[src/rtl/multicycle_ctrl_pkg.sv]
// ctrl_pkg: shared FSM states, RV32 opcodes and select encodings for multicycle_ctrl.
// Revision: 1.0
`default_nettype none

package ctrl_pkg;

    typedef enum logic [2:0] {
        ST_IDLE   = 3'd0,
        ST_FETCH  = 3'd1,
        ST_DECODE = 3'd2,
        ST_EXEC   = 3'd3,
        ST_MEM    = 3'd4,
        ST_WB     = 3'd5
    } state_t;

    typedef struct packed {
        logic [2:0] funct3;
        logic [6:0] opcode;
    } op_t;

    localparam logic [6:0] OP_R      = 7'b0110011;
    localparam logic [6:0] OP_IMM    = 7'b0010011;
    localparam logic [6:0] OP_LOAD   = 7'b0000011;
    localparam logic [6:0] OP_STORE  = 7'b0100011;
    localparam logic [6:0] OP_BRANCH = 7'b1100011;

    localparam logic [1:0] IMM_NONE = 2'd0;
    localparam logic [1:0] IMM_I    = 2'd1;
    localparam logic [1:0] IMM_S    = 2'd2;
    localparam logic [1:0] IMM_B    = 2'd3;

    localparam logic [1:0] ALU_ADD   = 2'd0;
    localparam logic [1:0] ALU_SUB   = 2'd1;
    localparam logic [1:0] ALU_FUNCT = 2'd2;

    function automatic logic [1:0] imm_sel_of(input logic [6:0] opcode);
        logic [1:0] sel;
        sel = IMM_NONE;
        case (opcode)
            OP_IMM, OP_LOAD: sel = IMM_I;
            OP_STORE:        sel = IMM_S;
            OP_BRANCH:       sel = IMM_B;
            default:         sel = IMM_NONE;
        endcase
        return sel;
    endfunction

endpackage

`default_nettype wire

[src/rtl/multicycle_ctrl_if.sv]
// multicycle_ctrl_if: control/status bundle between the sequencer and the RV32 datapath.
// Revision: 1.0
`default_nettype none

interface multicycle_ctrl_if;
    logic        start_i;
    logic [31:0] instr_i;
    logic        zero_i;
    logic        mem_ack_i;
    logic        pc_we_o;
    logic        pc_src_o;
    logic        ir_we_o;
    logic [1:0]  imm_sel_o;
    logic        alu_src_o;
    logic [1:0]  alu_op_o;
    logic        mem_req_o;
    logic        mem_we_o;
    logic        reg_we_o;
    logic        mem_to_reg_o;
    logic        illegal_o;
    logic [31:0] cycle_o;
    logic [31:0] instret_o;

    modport master (
        input  start_i, instr_i, zero_i, mem_ack_i,
        output pc_we_o, pc_src_o, ir_we_o, imm_sel_o, alu_src_o, alu_op_o,
               mem_req_o, mem_we_o, reg_we_o, mem_to_reg_o, illegal_o,
               cycle_o, instret_o
    );

    modport slave (
        output start_i, instr_i, zero_i, mem_ack_i,
        input  pc_we_o, pc_src_o, ir_we_o, imm_sel_o, alu_src_o, alu_op_o,
               mem_req_o, mem_we_o, reg_we_o, mem_to_reg_o, illegal_o,
               cycle_o, instret_o
    );
endinterface

`default_nettype wire

[src/rtl/multicycle_ctrl_perf_cnt.sv]
// ctrl_perf_cnt: active-cycle and retired-instruction counters (built only with CTRL_PERF_CNT_EN).
// Revision: 1.0
`default_nettype none

`ifdef CTRL_PERF_CNT_EN
module ctrl_perf_cnt (
    input  wire logic        clk,
    input  wire logic        rst_n,
    input  wire logic        i_active,
    input  wire logic        i_retire,
    output logic [31:0]      o_cycle,
    output logic [31:0]      o_instret
);
    logic [31:0] r_cycle;
    logic [31:0] r_instret;

    always_ff @(posedge clk or negedge rst_n) begin
        if (!rst_n) begin
            r_cycle   <= '0;
            r_instret <= '0;
        end else begin
            if (i_active) r_cycle   <= r_cycle + 32'd1;
            if (i_retire) r_instret <= r_instret + 32'd1;
        end
    end

    assign o_cycle   = r_cycle;
    assign o_instret = r_instret;
endmodule
`endif

`default_nettype wire

[src/rtl/multicycle_ctrl.sv]
// multicycle_ctrl: FETCH/DECODE/EXEC/MEM/WB sequencer for the RV32 multi-cycle datapath.
// Optional macro CTRL_PERF_CNT_EN enables the cycle/instret counters. Revision: 1.0
`default_nettype none

module multicycle_ctrl
    import ctrl_pkg::*;
(
    input  wire logic        clk_i,
    input  wire logic        rst_i,
    multicycle_ctrl_if.master bus
);
    state_t      r_state, w_next;
    op_t         r_op, w_op_d;
    logic        w_pc_we, w_pc_src, w_ir_we, w_alu_src, w_mem_req, w_mem_we;
    logic        w_reg_we, w_mem_to_reg, w_illegal, w_legal, w_active;
    logic [1:0]  w_imm_sel, w_alu_op;
    logic [31:0] w_cycle, w_instret;
    state_t      w_boundary;
    logic        w_unused_instr;

    assign w_unused_instr = ^{bus.instr_i[31:15], bus.instr_i[11:7]};
    assign w_boundary     = bus.start_i ? ST_FETCH : ST_IDLE;

    always_comb begin
        w_legal = 1'b0;
        case (bus.instr_i[6:0])
            OP_R, OP_IMM, OP_LOAD, OP_STORE: w_legal = 1'b1;
            OP_BRANCH: w_legal = (bus.instr_i[14:12] == 3'b000);
            default:   w_legal = 1'b0;
        endcase
    end

    always_ff @(posedge clk_i or negedge rst_i) begin
        if (!rst_i) begin
            r_state <= ST_IDLE;
            r_op    <= '0;
        end else begin
            r_state <= w_next;
            r_op    <= w_op_d;
        end
    end

    always_comb begin
        w_next       = r_state;
        w_op_d       = r_op;
        w_pc_we      = 1'b0;
        w_pc_src     = 1'b0;
        w_ir_we      = 1'b0;
        w_imm_sel    = IMM_NONE;
        w_alu_src    = 1'b0;
        w_alu_op     = ALU_ADD;
        w_mem_req    = 1'b0;
        w_mem_we     = 1'b0;
        w_reg_we     = 1'b0;
        w_mem_to_reg = 1'b0;
        w_illegal    = 1'b0;
        case (r_state)
            ST_IDLE: begin
                if (bus.start_i) w_next = ST_FETCH;
            end
            ST_FETCH: begin
                w_ir_we = 1'b1;
                w_next  = ST_DECODE;
            end
            ST_DECODE: begin
                w_op_d    = '{funct3: bus.instr_i[14:12], opcode: bus.instr_i[6:0]};
                w_imm_sel = imm_sel_of(bus.instr_i[6:0]);
                if (w_legal) begin
                    w_next = ST_EXEC;
                end else begin
                    w_illegal = 1'b1;
                    w_pc_we   = 1'b1;
                    w_next    = w_boundary;
                end
            end
            ST_EXEC: begin
                w_imm_sel = imm_sel_of(r_op.opcode);
                case (r_op.opcode)
                    OP_R: begin
                        w_alu_op = ALU_FUNCT;
                        w_next   = ST_WB;
                    end
                    OP_IMM: begin
                        w_alu_op  = ALU_FUNCT;
                        w_alu_src = 1'b1;
                        w_next    = ST_WB;
                    end
                    OP_LOAD, OP_STORE: begin
                        w_alu_src = 1'b1;
                        w_next    = ST_MEM;
                    end
                    default: begin
                        // Only BEQ reaches here; it resolves and retires in this cycle.
                        w_alu_op = ALU_SUB;
                        w_pc_we  = 1'b1;
                        w_pc_src = bus.zero_i;
                        w_next   = w_boundary;
                    end
                endcase
            end
            ST_MEM: begin
                w_mem_req = 1'b1;
                w_mem_we  = (r_op.opcode == OP_STORE);
                if (bus.mem_ack_i) begin
                    if (r_op.opcode == OP_LOAD) begin
                        w_next = ST_WB;
                    end else begin
                        w_pc_we = 1'b1;
                        w_next  = w_boundary;
                    end
                end
            end
            ST_WB: begin
                w_reg_we     = 1'b1;
                w_mem_to_reg = (r_op.opcode == OP_LOAD);
                w_pc_we      = 1'b1;
                w_next       = w_boundary;
            end
            default: w_next = ST_IDLE;
        endcase
    end

    assign w_active = (r_state != ST_IDLE);

`ifdef CTRL_PERF_CNT_EN
    ctrl_perf_cnt u_perf_cnt (
        .clk       (clk_i),
        .rst_n     (rst_i),
        .i_active  (w_active),
        .i_retire  (w_pc_we),
        .o_cycle   (w_cycle),
        .o_instret (w_instret)
    );
`else
    logic w_unused_perf;
    assign w_unused_perf = w_active;
    assign w_cycle       = '0;
    assign w_instret     = '0;
`endif

    assign bus.pc_we_o      = w_pc_we;
    assign bus.pc_src_o     = w_pc_src;
    assign bus.ir_we_o      = w_ir_we;
    assign bus.imm_sel_o    = w_imm_sel;
    assign bus.alu_src_o    = w_alu_src;
    assign bus.alu_op_o     = w_alu_op;
    assign bus.mem_req_o    = w_mem_req;
    assign bus.mem_we_o     = w_mem_we;
    assign bus.reg_we_o     = w_reg_we;
    assign bus.mem_to_reg_o = w_mem_to_reg;
    assign bus.illegal_o    = w_illegal;
    assign bus.cycle_o      = w_cycle;
    assign bus.instret_o    = w_instret;
endmodule

`default_nettype wire

[src/flat_wrapper.sv]
// flat-port wrapper written by rule: the top's interface ports become plain ports
module multicycle_ctrl_flat import ctrl_pkg::*;
  (clk_i, rst_i, bus_start_i, bus_instr_i, bus_zero_i, bus_mem_ack_i, bus_pc_we_o, bus_pc_src_o, bus_ir_we_o, bus_imm_sel_o, bus_alu_src_o, bus_alu_op_o, bus_mem_req_o, bus_mem_we_o, bus_reg_we_o, bus_mem_to_reg_o, bus_illegal_o, bus_cycle_o, bus_instret_o);
  multicycle_ctrl_if bus_i ();
  input  wire logic clk_i;
  input  wire logic rst_i;
  input wire logic [$bits(bus_i.start_i)-1:0] bus_start_i;
  input wire logic [$bits(bus_i.instr_i)-1:0] bus_instr_i;
  input wire logic [$bits(bus_i.zero_i)-1:0] bus_zero_i;
  input wire logic [$bits(bus_i.mem_ack_i)-1:0] bus_mem_ack_i;
  output wire logic [$bits(bus_i.pc_we_o)-1:0] bus_pc_we_o;
  output wire logic [$bits(bus_i.pc_src_o)-1:0] bus_pc_src_o;
  output wire logic [$bits(bus_i.ir_we_o)-1:0] bus_ir_we_o;
  output wire logic [$bits(bus_i.imm_sel_o)-1:0] bus_imm_sel_o;
  output wire logic [$bits(bus_i.alu_src_o)-1:0] bus_alu_src_o;
  output wire logic [$bits(bus_i.alu_op_o)-1:0] bus_alu_op_o;
  output wire logic [$bits(bus_i.mem_req_o)-1:0] bus_mem_req_o;
  output wire logic [$bits(bus_i.mem_we_o)-1:0] bus_mem_we_o;
  output wire logic [$bits(bus_i.reg_we_o)-1:0] bus_reg_we_o;
  output wire logic [$bits(bus_i.mem_to_reg_o)-1:0] bus_mem_to_reg_o;
  output wire logic [$bits(bus_i.illegal_o)-1:0] bus_illegal_o;
  output wire logic [$bits(bus_i.cycle_o)-1:0] bus_cycle_o;
  output wire logic [$bits(bus_i.instret_o)-1:0] bus_instret_o;
  assign bus_i.start_i = bus_start_i;
  assign bus_i.instr_i = bus_instr_i;
  assign bus_i.zero_i = bus_zero_i;
  assign bus_i.mem_ack_i = bus_mem_ack_i;
  assign bus_pc_we_o = bus_i.pc_we_o;
  assign bus_pc_src_o = bus_i.pc_src_o;
  assign bus_ir_we_o = bus_i.ir_we_o;
  assign bus_imm_sel_o = bus_i.imm_sel_o;
  assign bus_alu_src_o = bus_i.alu_src_o;
  assign bus_alu_op_o = bus_i.alu_op_o;
  assign bus_mem_req_o = bus_i.mem_req_o;
  assign bus_mem_we_o = bus_i.mem_we_o;
  assign bus_reg_we_o = bus_i.reg_we_o;
  assign bus_mem_to_reg_o = bus_i.mem_to_reg_o;
  assign bus_illegal_o = bus_i.illegal_o;
  assign bus_cycle_o = bus_i.cycle_o;
  assign bus_instret_o = bus_i.instret_o;
  multicycle_ctrl u_core (.clk_i(clk_i), .rst_i(rst_i), .bus(bus_i));
endmodule
[config.mk]
export PLATFORM = sky130hd
export DESIGN_NAME = multicycle_ctrl_flat
export DESIGN_NICKNAME = d
export VERILOG_FILES = /design/src/rtl/multicycle_ctrl_pkg.sv /design/src/rtl/multicycle_ctrl_if.sv /design/src/rtl/multicycle_ctrl_perf_cnt.sv /design/src/rtl/multicycle_ctrl.sv /design/src/flat_wrapper.sv
export SDC_FILE = /design/constraint.sdc
export NUM_CORES = 1
export LEC_CHECK = 0
export CAP_MARGIN = 40
export CORE_ASPECT_RATIO = 1.4
export CORE_MARGIN = 5
export CORE_UTILIZATION = 50
export CTS_BUF_LIST = sky130_fd_sc_hd__clkbuf_2
export CTS_CLUSTER_SIZE = 12
export DETAILED_ROUTE_END_ITERATION = 16
export DONT_BUFFER_PORTS = 1
export GPL_TIMING_DRIVEN = 0
export HOLD_SLACK_MARGIN = 0.02
export MAX_ROUTING_LAYER = met4
export PLACE_DENSITY = 0.62
export SLEW_MARGIN = 40
export SYNTH_ARGS = -nofsm -noshare
export SYNTH_HDL_FRONTEND = slang
export SYNTH_SLANG_ARGS = --single-unit
export TNS_END_PERCENT = 50
[constraint.sdc]
create_clock -name clk_i -period 2.31 [get_ports clk_i]
set_clock_uncertainty 0.2 [all_clocks]
set_input_delay 0.3465 -clock clk_i [delete_from_list [all_inputs] [get_ports clk_i]]
set_output_delay 0.3465 -clock clk_i [all_outputs]
set_load 0.02 [all_outputs]
Yosys cells after proc, flatten, opt, wreduce, memory -nomap -nowiden
Index checks and enable logic that the tools add are counted.
{ "word_totals": {"rom_bits": 0, "register_bits": 10, "out_inout_bits": 77, "ramBits": 0, "latchBits": 0, "mem_count": 0, "inputBits": 37} }
{ "op_classes": {"n_div": 0, "reduce_logical": 10, "multipliers": 0, "n_addsub": 0, "mux": 28, "bitwise": 0, "order_cmp": 0, "shift": 0, "eq_ne": 17} }
{ "ops": {"columns": ["cell", "count"], "rows": [
  ["equality test 7 x 6 -> 1 bit, second input constant", 4],
  ["one-hot mux 3 bit (6 select lines)", 1],
  ["two-way mux 1 bit", 15],
  ["equality test 7 x 2 -> 1 bit, second input constant", 2],
  ["equality test 7 x 5 -> 1 bit, second input constant", 2],
  ["equality test 7 bit, second input constant", 2],
  ["two-way mux 3 bit", 4],
  ["one-hot mux 2 bit (3 select lines)", 2],
  ["one-hot mux 2 bit (2 select lines)", 2],
  ["OR reduction 2 bit", 4],
  ["OR reduction 4 bit", 2],
  ["equality test 3 x 2 -> 1 bit, second input constant", 2],
  ["equality test 3 bit, second input constant", 2],
  ["logical NOT 3 bit", 2],
  ["one-hot mux 3 bit (2 select lines)", 1],
  ["inequality test 2 bit, second input constant", 2],
  ["one-hot mux 1 bit (4 select lines)", 1],
  ["equality test 3 x 1 -> 1 bit, second input constant", 1],
  ["OR reduction 3 bit", 1],
  ["two-way mux 2 bit", 1],
  ["one-hot mux 1 bit (2 select lines)", 1],
  ["AND reduction 2 bit", 1]
]} }

Depth between registers and ports, before layout
Gate-level depths: netlist of the first run.
{ "logic_depth": {"word_depth": 5, "depth_mapped": 5, "ltp_nobuf": 4} }

Worst setup path after synthesis of the first run
OpenSTA, ideal clock, no wires.
{ "synth_timing": {"kind": "flip-flop to output port", "start": "register u_core.r_state[2]", "end": "output bus_pc_we_o", "stages_incl_launch_ff": 6, "arrival_ns": 1.839, "path_slack_ns": -0.075, "path_buffers": 2, "required_ns": 1.764, "cell_sequence": "dfrtp_1 -> clkbuf_1 -> nor3b_1 -> buf_2 -> a21boi_0 -> a211o_1"} }
{ "synth_via": {"elab_chain_len": 2, "word_cells_on_any_way": 5, "classes_between": "4 x eq/ne; 1 x mux"} }
{ "synth_lines": {"columns": ["element", "line", "source"], "rows": [
  ["from (decl)", "multicycle_ctrl.sv:12", "state_t r_state, w_next;"],
  ["from (signal assigned)", "multicycle_ctrl.sv:38", "r_state <= w_next;"],
  ["equality test 3 bit or equality test 3 x 2 -> 1 bit (tied branches)", "multicycle_ctrl.sv:57", "case (r_state)"],
  ["one-hot mux 1 bit (4 select lines) (*)", "multicycle_ctrl.sv:57", null],
  ["to (decl)", "flat_wrapper.sv:11", "output wire logic [$bits(bus_i.pc_we_o)-1:0] bus_pc_we_o;"]
]} }
Every way passes the cells marked *; elsewhere a longest branch is shown, timed or not.

Final worst setup path of the first run
{ "layout_timing": {"start": "register u_core.r_op[2] (netlist name)", "end": "output bus_pc_we_o"} }
{ "layout_via": {"elab_chain_len": 4, "word_cells_on_any_way": 9, "classes_between": "4 x eq/ne; 4 x mux; 1 x reduce/logical"} }
{ "layout_lines": {"columns": ["element", "line", "source"], "rows": [
  ["from (decl)", "multicycle_ctrl.sv:13", "op_t r_op, w_op_d;"],
  ["from (signal assigned)", "multicycle_ctrl.sv:39", "r_op <= w_op_d;"],
  ["equality test 7 x 6 -> 1 bit (tied with other cells)", "multicycle_ctrl.sv:78", "case (r_op.opcode)"],
  ["OR reduction 4 bit (no source line) or two-way mux 1 bit (tied branches)", null, null],
  ["two-way mux 1 bit (on tied branches)", "multicycle_ctrl.sv:78, multicycle_ctrl.sv:104", null],
  ["one-hot mux 1 bit (4 select lines) (*)", "multicycle_ctrl.sv:57", null]
]} }
Marked as above.

==> impl_metrics.csv, run 1 <==
group,metric,value,unit
outcome,failed_checks,"setup timing",
grt,grt_usage,0.1531,
run,cap_violations,0,
floorplan,die-area,3430,um^2
power,ir_worst_vdd,733.0,uV
grt,globalRoute.totalOverflow,0,
routing,wire_per_inst,12.23,um
floorplan,die_h,67.33,um
final_layout,final_layout_size_suffix_gt1_frac,0.4387,
floorplan,fp.dieW,50.95,um
floorplan,coreArea,2202,um^2
yosys,ys_seq_elements,10,
sta,max-slew-margin-rel,0.4647,
clocking,cts_tree,"yes",
routing,drtIter0Drc,7,
critical_path,cp_max_fo,3,
yosys,synth_warnings,0,
grt,first_global_vias,836,
grt,antenna_found_initial,0,
power,p_total,1.158,mW
floorplan,io_pins,114,
clocking,htree_num_levels,1,
sta,rsz0062_at_grt,"true",
sta,timing.fmax,410.4,MHz
power,p_leak,0.9224,nW
place,gp_congestion,0.8070,
floorplan,rows,20,
sta,worst_slew_pin_slew,0.8012,ns
power,power.density,705.2,nW/um^2
sta,hold_viol_final,0,
yosys,ys_seq_area_frac,0.2132,
place,dp_hpwl,2.188,mm
min_path,holdCritPathClass,"primary input to flop",
sta,period_share,1.055,
clocking,cts_buffers,3,
clocking,root_buffer,"clkbuf_2",
sta,final_max_slew_viol_count,0,
yosys,avgSynthCellArea,8.567,um^2
sta,setup_viol,2,
final_layout,regArea,250.2,um^2
routing,routed_wl,2.861,mm
yosys,synth_cell_types,34,
final_layout,diodes,0,
floorplan,initial_core_util,0.5330,
sta,fin_ws,-0.1267,ns
grt,grt_max_degree,11,
yosys,synth_ff_type,"dfrtp_1",
final_layout,stdcell_area,1643,um^2
critical_path,critPathLaunchType,"flop",
routing,vias,944,
clocking,clock_path_buffers,2,
sta,fin_crit,2.437,ns
routing,viasPerCell,4.034,
final_layout,filler_cell_count,180,
critical_path,worst-r2r-setup-slack,0.50,ns
place,portBuffers,0,
final_layout,multi_input_area,732.0,um^2
grt,grt_pass1_wl,3.912,mm
routing,drc_errors,0,
critical_path,cp-end-kind,"primary output",
outcome,status,"finished, violations left",
critical_path,arrival,1.89,ns
critical_path,cp.required,1.76,ns
clocking,clock_latency,0.26,ns
yosys,synthesis.area,1174,um^2
yosys,synth_cells,137,
routing,antenna_left,0,
sta,finalSetupTns,-0.1836,ns
critical_path,crit_type,"flop to primary output",
yosys,synth_edf_count,0,
place,place_area,1438,um^2
clocking,clkTransAtPathRegs,0.11,ns
clocking,cts_sinks,10,
yosys,async_flop_share,1.000,
final_layout,area_delta_synth_final,39.98,%
routing,drt_pass1_iterations,4,
sta,whs,0.1091,ns
final_layout,fin_nets,250,
cell type report:
cell class | instances | area share
multi-input combinational | 118 | 0.4455
buffer | 68 | 0.3138
sequential | 10 | 0.1523
timing repair buffer | 9 | 0.05331
tap | 22 | 0.01676
clock buffer | 3 | 0.009139
inverter | 3 | 0.006855
clock inverter | 1 | 0.002285
registers in the layout, indices dropped and copies added (netlist names):
name,cells
u_core.r_op,7
u_core.r_state,3
placed cells by master, fill, tap and decap left out, types with 2 or more instances in the layout:
cell / count
inv_1: 3
and2_1: 2
buf_6: 2
nand2_1: 6
conb_1: 64
buf_4: 66
a21o_1: 2
nand2b_1: 2
nor2b_1: 3
dfrtp_1: 10
mux2_2: 7
clkbuf_2: 3
dlygate4sd3_1: 8
nor2_1: 4
o21ai_0: 4
critical path, stage by stage (launching register included):
cell,delay (ns)
dfrtp_1,0.39
nand4bb_4,0.23
or4_4,0.43
a21o_1,0.20
a211o_4,0.36
stage by stage:
stage / instances / util / setup slack (ns)
4_1_cts: 228 / 0.6955 / -0.1337
5_1_grt: 234 / 0.7460 / -0.2226
6_report: 234 / 0.7460 / -0.1267
2_1_floorplan: 200 / - / 0.1046
3_3_place_gp: 222 / 0.6528 / -0.1815
3_5_place_dp: 222 / 0.6528 / -0.1600
what timing repair did:
item | 4_1_cts | 5_1_grt
hold endpoints to repair | 11 | 6
buffers inserted | 0 | 1
endpoints found under the setup margin | 6 | 8
hold buffers | 2 | 6
gates resized for setup | 9 | 8
pin swaps | 2 | 3
cells by family after synthesis:
family,after synthesis,share of synthesized area
simple gates,29,0.1599
other cells,1,0.003195
mux,7,0.06717
buf+inv,72,0.4446
compound gates,18,0.1119
flops,10,0.2132
where the power goes:
group	switching, mW	leakage [nW]	internal, mW	total [mW]
clock	0.0642	0.0140	0.0376	0.102
combinational	0.395	0.787	0.334	0.729
sequential	0.0719	0.122	0.256	0.327
total	0.531	0.922	0.627	1.16
worst paths after layout:
check,start,endpoint,depth (start not counted)
worst min register to register,u_core.r_op[3],u_core.r_op[3],1
max in group asynchronous,rst_i,u_core.r_op[4],1
worst max-delay path,u_core.r_op[2],bus_pc_we_o,4
worst max register to register,u_core.r_op[2],u_core.r_state[0],5
min in group asynchronous,rst_i,u_core.r_op[2],1
worst min-delay path,bus_start_i,u_core.r_state[0],2
Yosys cell counts (3+ instances only):
master / n / area, um^2
inv_1: 3 / 11.26
nand2_1: 6 / 22.52
dfrtp_1: 10 / 250.2
buf_4: 64 / 480.5
nor2b_1: 3 / 18.77
o21ai_0: 4 / 20.02
nor2_1: 5 / 18.77
buf_2: 3 / 15.01
mux2_2: 7 / 78.83
per-layer routing:
metal,wire length [um],track usage,up-vias
li1,-,-,488
met4,61,0.08307,0
met1,873,0.1340,396
met5,0,-,-
met2,1520,0.2748,52
met3,405,0.05960,8
(Power assumes the default switching activity.)
==> run 2: changes to the inputs <==
--- a/config.mk
+++ b/config.mk
@@ -10,13 +10,14 @@
 export CORE_MARGIN = 5
 export CORE_UTILIZATION = 50
 export CTS_BUF_LIST = sky130_fd_sc_hd__clkbuf_2
+export CTS_CLUSTER_DIAMETER = 120
 export CTS_CLUSTER_SIZE = 12
 export DETAILED_ROUTE_END_ITERATION = 16
 export DONT_BUFFER_PORTS = 1
 export GPL_TIMING_DRIVEN = 0
 export HOLD_SLACK_MARGIN = 0.02
 export MAX_ROUTING_LAYER = met4
-export PLACE_DENSITY = 0.62
+export PLACE_DENSITY = 0.73
 export SLEW_MARGIN = 40
 export SYNTH_ARGS = -nofsm -noshare
 export SYNTH_HDL_FRONTEND = slang
==> run 2 against run 1 <==
Compared with the run above:
- the flow still finishes with violations (setup timing)
- setup slack better by 0.024 ns
- total power down 3.7%
- utilization shrank 3.7 points
- die area is the same
- wire length decreased by 8.0%
- clock power down 14%
- final cell count fell by 3.0%
==> impl_metrics.csv, run 2 (same netlist as run 1, synthesis figures left out) <==
group,metric,value,unit
outcome,status,"finished, violations left",
outcome,failed_checks,"setup timing",
critical_path,arrival,1.87,ns
clocking,cts_sinks,10,
final_layout,area_delta_synth_final,32.94,%
critical_path,critPathLaunchType,"flop",
sta,worst_slew_pin_slew,0.6736,ns
critical_path,max_stage_delay,0.44,ns
routing,routed_wl,2.631,mm
floorplan,fp.dieW,50.95,um
critical_path,crit_type,"flop to primary output",
final_layout,final_layout_size_suffix_gt1_frac,0.4488,
critical_path,worstSetupStartpoint,"u_core.r_op[2]",
final_layout,final_cell_mix,"buf_4 (66), conb_1 (64), dfrtp_1 (10)",
critical_path,crit_end,"bus_pc_we_o",
critical_path,slowest_stage,"or4_4",
sta,rsz0062_at_grt,"true",
critical_path,reg2reg_from,"u_core.r_op[2]",
critical_path,cp.required,1.76,ns
routing,drc_errors,0,
sta,period_share,1.045,
clocking,root_buffer,"clkbuf_2",
power,p_total,1.115,mW
routing,vias,904,
floorplan,die_h,67.33,um
final_layout,top_register,"u_core.r_op",
min_path,hp-start,"bus_instr_i[4]",
grt,grt_usage,0.1378,
sta,hold_viol_final,0,
floorplan,io_pins,114,
grt,globalRoute.totalOverflow,0,
place,dp_hpwl,2.199,mm
power,ir_worst_vdd,508.5,uV
final_layout,reg_top3,"u_core.r_op x7, u_core.r_state x3",
grt,first_global_vias,781,
clocking,clkTransAtPathRegs,0.09,ns
routing,drt_pass1_iterations,4,
place,gp_congestion,0.7793,
clocking,htree_num_levels,1,
power,power.density,714.8,nW/um^2
sta,timing.fmax,414.4,MHz
clocking,clock_path_buffers,2,
final_layout,fin_nets,244,
run,cap_violations,0,
final_layout,largest_reg_flops,7,
critical_path,rr_endpoint,"u_core.r_state[2]",
critical_path,worstPathCellList,"nand4bb_4 > or4_4 > a21o_1 > a211o_4",
sta,final_max_slew_viol_count,0,
floorplan,die-area,3430,um^2
clocking,clock_latency,0.24,ns
floorplan,coreArea,2202,um^2
critical_path,cp.depth,4,
power,p_leak,0.8946,nW
min_path,holdCritPathClass,"primary input to flop",
critical_path,critPathBufInv,0,
critical_path,cp-end-kind,"primary output",
final_layout,diodes,0,
place,portBuffers,0,
floorplan,rows,20,
routing,wire_per_inst,11.59,um
grt,grt_pass1_wl,3.670,mm
grt,antenna_found_initial,0,
grt,grt_max_degree,11,
critical_path,worst-r2r-setup-slack,0.53,ns
critical_path,crit_family,"simple AND/OR/NAND/NOR gates",
sta,finalSetupTns,-0.1031,ns
sta,fin_ws,-0.1030,ns
routing,drtIter0Drc,12,
sta,fin_crit,2.413,ns
critical_path,r2r_cells,5,
min_path,hold_depth,1,
floorplan,initial_core_util,0.5330,
sta,max-slew-margin-rel,0.5448,
routing,viasPerCell,3.982,
clocking,cts_buffers,3,
final_layout,layout_commonest_cell,"buf_4",
clocking,cts_tree,"yes",
routing,antenna_left,0,
sta,setup_viol,2,
critical_path,cp_max_fo,4,
## run 2: layout make-up
| class | count | area (um^2) |
|---|---|---|
| flip-flops and latches | 10 | 250.2 |
| well taps | 22 | 27.53 |
| inverters | 3 | 11.26 |
| fillers | 196 | 641.9 |
| clock buffers | 3 | 15.01 |
| repair buffers | 3 | 27.53 |
| plain buffers | 68 | 509.2 |
| multi-input cells | 118 | 719.4 |
## run 2: worst min-delay path by stage
stage | slack, ns | endpoint
floorplan | -0.15 | u_core.r_op[0]
global placement | -0.15 | u_core.r_op[4]
detailed placement | -0.15 | u_core.r_op[4]
CTS | 0.03 | u_core.r_op[6]
global route | 0.03 | u_core.r_op[2]
finish | 0.06 | u_core.r_op[4]
## run 2: metrics by stage
stage               worst slack [ns]  hold slack, ns  utilization  std cells  area, um^2
global placement             -0.1391         -0.1488       0.6528        222        1438
finish                       -0.1030         0.05526       0.7085        227        1560
global route                 -0.1901         0.03005       0.7085        227        1560
floorplan                     0.1046         -0.1491            -        200        1410
CTS                          -0.1496         0.03273       0.6932        227        1526
detailed placement           -0.1573         -0.1488       0.6528        222        1438
## run 2: report_power, final
group	internal, mW	total, mW	leakage, nW	switching, mW
Sequential	0.256	0.325	0.122	0.0688
Combinational	0.317	0.703	0.760	0.386
Clock	0.0354	0.0875	0.0125	0.0520
## run 2: worst reg2reg max path: cells and delay by family, from the launching register on
family | cells | cell delay (ns)
buffers and inverters | 1 | 0.13
AND/OR/NAND/NOR | 2 | 0.69
AO/OA/AOI/OAI | 2 | 0.31
flip-flops | 1 | 0.39
## run 2: what timing repair did
item                                    4_1_cts  5_1_grt
hold buffers                                  2        0
hold endpoints to repair                     11        0
pin swaps                                     1        2
buffers inserted                              0        1
endpoints found under the setup margin        6        8
resized for setup                             9        3
## run 2: routing by layer
| metal | share of wire | wire length, um | GRT usage |
|---|---|---|---|
| met1 | 0.30 | 800 | 0.1450 |
| met2 | 0.54 | 1429 | 0.2531 |
| met3 | 0.15 | 401 | 0.03753 |
| met4 | 0 | 0 | 0.02875 |
| met5 | 0 | 0 | - |
